## src/rtl/vram_write_fifo.sv

```systemverilog
// vram_write_fifo: queues CPU stores that land in the VRAM window and drains them to the VGA write port,
// optionally only during vertical blank, with a memory-mapped status/control word.
module vram_write_fifo #(
    parameter int          DEPTH     = 16,
    parameter int          DATA_W    = 32,
    parameter int          ADDR_W    = 16,
    parameter logic [31:0] VRAM_BASE = 32'hFFF00000,
    parameter logic [31:0] STATUS_AD = 32'hFFFFFFF8
) (
    input  logic              clk,
    input  logic              reset,
    input  logic [31:0]       iobus_addr,
    input  logic [31:0]       iobus_out,
    input  logic              iobus_wr,
    output logic [31:0]       status_rdata,
    input  logic              vblank,
    input  logic              gate_vblank,
    output logic [ADDR_W-1:0] vram_addr,
    output logic [DATA_W-1:0] vram_data,
    output logic              vram_wen
);
    localparam int PW = $clog2(DEPTH);
    localparam logic [32:0] WIN_LO = {1'b0, VRAM_BASE};
    localparam logic [32:0] WIN_HI = WIN_LO + (33'd4 << ADDR_W);
    localparam logic [PW:0] FULL_CNT = DEPTH[PW:0];

    logic [ADDR_W+DATA_W-1:0] mem [DEPTH];
    logic [PW-1:0]            wr_ptr, rd_ptr;
    logic [PW:0]              count;
    logic                     overflow;
    logic [7:0]               drop_cnt;
    logic                     in_win, empty, full, pop, push, drop, clr;
    logic [31:0]              status;

    always_comb begin
        in_win = iobus_wr && {1'b0, iobus_addr} >= WIN_LO && {1'b0, iobus_addr} < WIN_HI;
        empty  = count == '0;
        full   = count == FULL_CNT;
        pop    = !empty && (!gate_vblank || vblank);
        // a pop frees the head slot this cycle, so a store into a full FIFO is still accepted
        push   = in_win && (!full || pop);
        drop   = in_win && full && !pop;
        clr    = iobus_wr && iobus_addr == STATUS_AD && iobus_out[0];
        status = '0;
        status[0] = empty;
        status[1] = full;
        status[2] = overflow;
        status[15:8] = drop_cnt;
        status[16 +: PW+1] = count;
        status_rdata = iobus_addr == STATUS_AD ? status : '0;
    end

    always_ff @(posedge clk)
        if (push) mem[wr_ptr] <= {iobus_addr[ADDR_W+1:2], iobus_out[DATA_W-1:0]};

    always_ff @(posedge clk or posedge reset)
        if (reset) begin
            wr_ptr    <= '0;
            rd_ptr    <= '0;
            count     <= '0;
            overflow  <= 1'b0;
            drop_cnt  <= '0;
            vram_wen  <= 1'b0;
            vram_addr <= '0;
            vram_data <= '0;
        end else begin
            if (push) wr_ptr <= wr_ptr + PW'(1);
            if (pop) rd_ptr <= rd_ptr + PW'(1);
            if (pop) {vram_addr, vram_data} <= mem[rd_ptr];
            count    <= count + (PW+1)'(push) - (PW+1)'(pop);
            vram_wen <= pop;
            overflow <= drop || (overflow && !clr);
            drop_cnt <= drop ? (clr ? 8'd1 : drop_cnt + {7'd0, drop_cnt != 8'hFF}) : clr ? 8'd0 : drop_cnt;
        end
endmodule

```

## config.mk

```make
export PLATFORM = sky130hd
export DESIGN_NAME = vram_write_fifo
export DESIGN_NICKNAME = d
export VERILOG_FILES = /design/src/rtl/vram_write_fifo.sv
export SDC_FILE = /design/constraint.sdc
export NUM_CORES = 1
export LEC_CHECK = 0
export BUFFER_PORTS_ARGS = -buffer_cell sky130_fd_sc_hd__buf_2
export CORE_MARGIN = 1
export CORE_UTILIZATION = 60
export CTS_CLUSTER_DIAMETER = 50
export DETAILED_ROUTE_END_ITERATION = 8
export GPL_ROUTABILITY_DRIVEN = 0
export PLACE_DENSITY = 0.78
export SLEW_MARGIN = 20
export SYNTH_ARGS = -nofsm -noshare
export SYNTH_HDL_FRONTEND = slang
export SYNTH_SLANG_ARGS = --single-unit
```

## constraint.sdc

```tcl
create_clock -name clk -period 5.8 [get_ports clk]
set_input_delay 1.16 -clock clk [delete_from_list [all_inputs] [get_ports clk]]
set_output_delay 1.16 -clock clk [all_outputs]
set_load 0.01 [all_outputs]
```

==> run metrics <==
ys flop type edfxtp_1; Arr. time, crit path 3.26 ns; Final Total Pwr 16.21 mW; hold crit path type flip-flop to flip-flop; Longest Clk Path Bufs 3; sequential share of the synthesized area 0.7705; CP endpoint kind primary output; Die Wd 233.8 um; die outline height 233.8 um; Mean Syn Cell Area 20.70 um^2; total clock sinks 839; Core Box Area 52870 um^2; post-DR wirelength/cell 28.76 um; Syn Inst Count 1557; Worst Hold Slack 0.5452 ns; H-tree depth 3; unrepaired setup endpoints after global routing no; vias in the first global route 16.72k; die area 54660 um^2; initial antenna violation count 1; internal power 11.64 mW; Synth top area share 0.7154; pin count of the biggest net entering global routing 93; footprint of the multi-input gates 6884 um^2; failing checks design-rule violations; largest area contributor in the netlist edfxtp_1; final wirelength 71.43 mm; clk slew on worst S/H paths 0.06 ns; post-CTS sizing 0; I/O pin cnt 150; Mapped Area 32240 um^2; total gr overflow 0; Port-buffer cells 133; drt pass-1 iters 9; #FFs+latches synth 839; Worst Skew 0.02962 ns; Initial Util 0.6098; EDFF count, synth 768; row count 84; Post-Route Setup TNS 0 ns; crit path time final 4.416 ns; Nets 1810; gr usage total 0.2704; Clk Latency, worst-skew pair 0.62 ns; share of layout cells above drive strength 1 0.2830; Comb power frac 0.227; Detail Route Antenna Nets 0; status finished with violations; asr flop ratio synth 0.08462; Vias per Instance 6.572; CP required 4.64 ns; vias after detailed routing 16.32k; CTS Hold Bufs 0; Power Density 445.9 nW/um^2; Synth warnings 0; Num CTS Buffers 83; first-pass GRT wire length 106.0 mm; Fin. Hold Viols 0; area grow syn2layout 12.76%; highest clock rate 226.5 MHz; crit-path max FO 17; part of the power in registers 0.449; final setup vio count 0; sw power 4.569 mW; FILL cells 3103; post-synth cell types 52; Final Cycle Share 0.7614; relative slew slack 0.2333; Max VDD drop 0.2851 mV; max cap viols 0; HPWL Detailed 37.51 mm; CTS Root Cell clkbuf_16; CP startpoint kind input port; Sw Share 0.2819; CTS tree done; clock power share 0.324; Final Max Tran Viols 0; Worst Max-Slew Pin Slew 1.149 ns; Reg area 24850 um^2; postcts setup bufs 0; Detailed Route Iter0 Violations 1672; CP Class input port to primary output; Leakage 12.11 nW; DRC 12; synth top area cells edfxtp_1, mux4_2, dfrtp_1, mux2i_1, o22ai_1
-- state kept, by name, summed over array words and instances, names as in the netlist --
signal / count
mem: 768
vram_data: 32
vram_addr: 16
drop_cnt: 8
count: 5
rd_ptr: 4
wr_ptr: 4
overflow: 1
vram_wen: 1
-- per-layer routing --
metal  global-route usage  vias to the layer above  part of all wire
met1               0.3658                     8549              0.38
li1                     -                     6784                 -
met5                    0                        -                 0
met2               0.4351                      840              0.50
met3              0.05679                      151             0.082
met4               0.1102                        0             0.032
-- cells in the final DEF, fill, tap and decap left out, types with 4 or more instances in the layout --
master	count
o22ai_1	78
mux2i_1	76
xnor2_1	5
nor4_1	7
a21oi_1	57
mux4_2	154
buf_4	32
and2_2	15
clkbuf_8	4
a22oi_1	38
nor3_1	21
clkinv_1	10
inv_6	4
dfrtp_1	67
inv_1	13
and4_2	4
nand3_1	9
clkbuf_1	24
nand4_1	9
and2_1	10
ha_1	13
xor2_1	5
conb_1	16
buf_12	6
buf_2	133
edfxtp_1	768
or4_1	7
bufinv_16	5
clkbuf_16	86
nor2_1	21
clkinv_2	13
o31ai_1	6
mux2_2	30
-- through the flow --
stage	setup WS (ns)	std cells	util	area [um^2]
final	1.384	2484	0.6876	36350
after CTS	1.407	2483	0.6875	36350
after detailed placement	1.401	2330	0.6370	33680
after global routing	1.186	2484	0.6876	36350
after floorplan	1.818	1572	-	32290
after global placement	1.491	2330	0.6370	33680
-- synth_stat cells, drive strengths merged (8+ instances only) --
| cell type | number |
|---|---|
| edfxtp | 768 |
| nand3 | 10 |
| a21oi | 57 |
| mux4 | 154 |
| nand4 | 10 |
| buf | 65 |
| a22oi | 38 |
| mux2i | 76 |
| dfrtp | 71 |
| inv | 14 |
| mux2 | 30 |
| nor3 | 21 |
| nor2 | 22 |
| or4 | 9 |
| o22ai | 78 |
| nor4 | 8 |
| and2 | 25 |
| ha | 13 |
| clkbuf | 33 |
-- power by group through the flow --
stage,logic [mW],clock network [mW],registers (mW)
2_1_floorplan,2.86,0,7.13
3_3_place_gp,3.56,0,7.40
3_5_place_dp,3.63,0,7.41
4_1_cts,3.71,5.31,7.29
5_1_grt,3.93,5.53,7.32
6_report,3.69,5.25,7.28
-- final timing paths --
kind / start / to / slack [ns] / depth (start not counted)
worst min register to register: overflow$_DFF_PP0_ / overflow$_DFF_PP0_ / 0.55 / 2
worst min-delay path: overflow$_DFF_PP0_ / overflow$_DFF_PP0_ / 0.55 / 2
worst max register to register: count[3]$_DFF_PP0_ / mem[8][4]$_DFFE_PP_ / 2.31 / 7
worst max-delay path: iobus_addr[17] / status_rdata[1] / 1.38 / 6
max in group asynchronous: reset / rd_ptr[3]$_DFFE_PP0P_ / 4.06 / 3
min in group asynchronous: reset / vram_data[19]$_DFFE_PP0P_ / 0.69 / 2
-- cell families (layout without fill, tap and decap cells) --
group	Yosys count	in the layout	synth area share
AOI/OAI and AO/OA	185	185	0.03532
xor gates and xnor gates	10	10	0.002717
and+or+nand+nor	133	133	0.02527
DFF	839	839	0.7705
adders and majority gates	14	14	0.005667
muxes	260	260	0.1417
other	1	17	0.0001163
buffers and inverters	115	338	0.01875
-- worst max-delay path: stages --
cell and delay, ns:
buf_2 0.29, nand4_1 0.23, or3_1 0.52, nor3_1 0.67, and3_1 0.24, buf_2 0.13
-- final cells by class --
type	count	area share
diodes	1	0.00006884
repair buffers	171	0.02823
flip-flops and latches	839	0.6837
clock inverters	39	0.01026
clock buffers	114	0.06320
well taps	688	0.02368
multi-input cells	618	0.1894
inverters	14	0.001515
No activity file was read; power rests on OpenSTA's default activity.
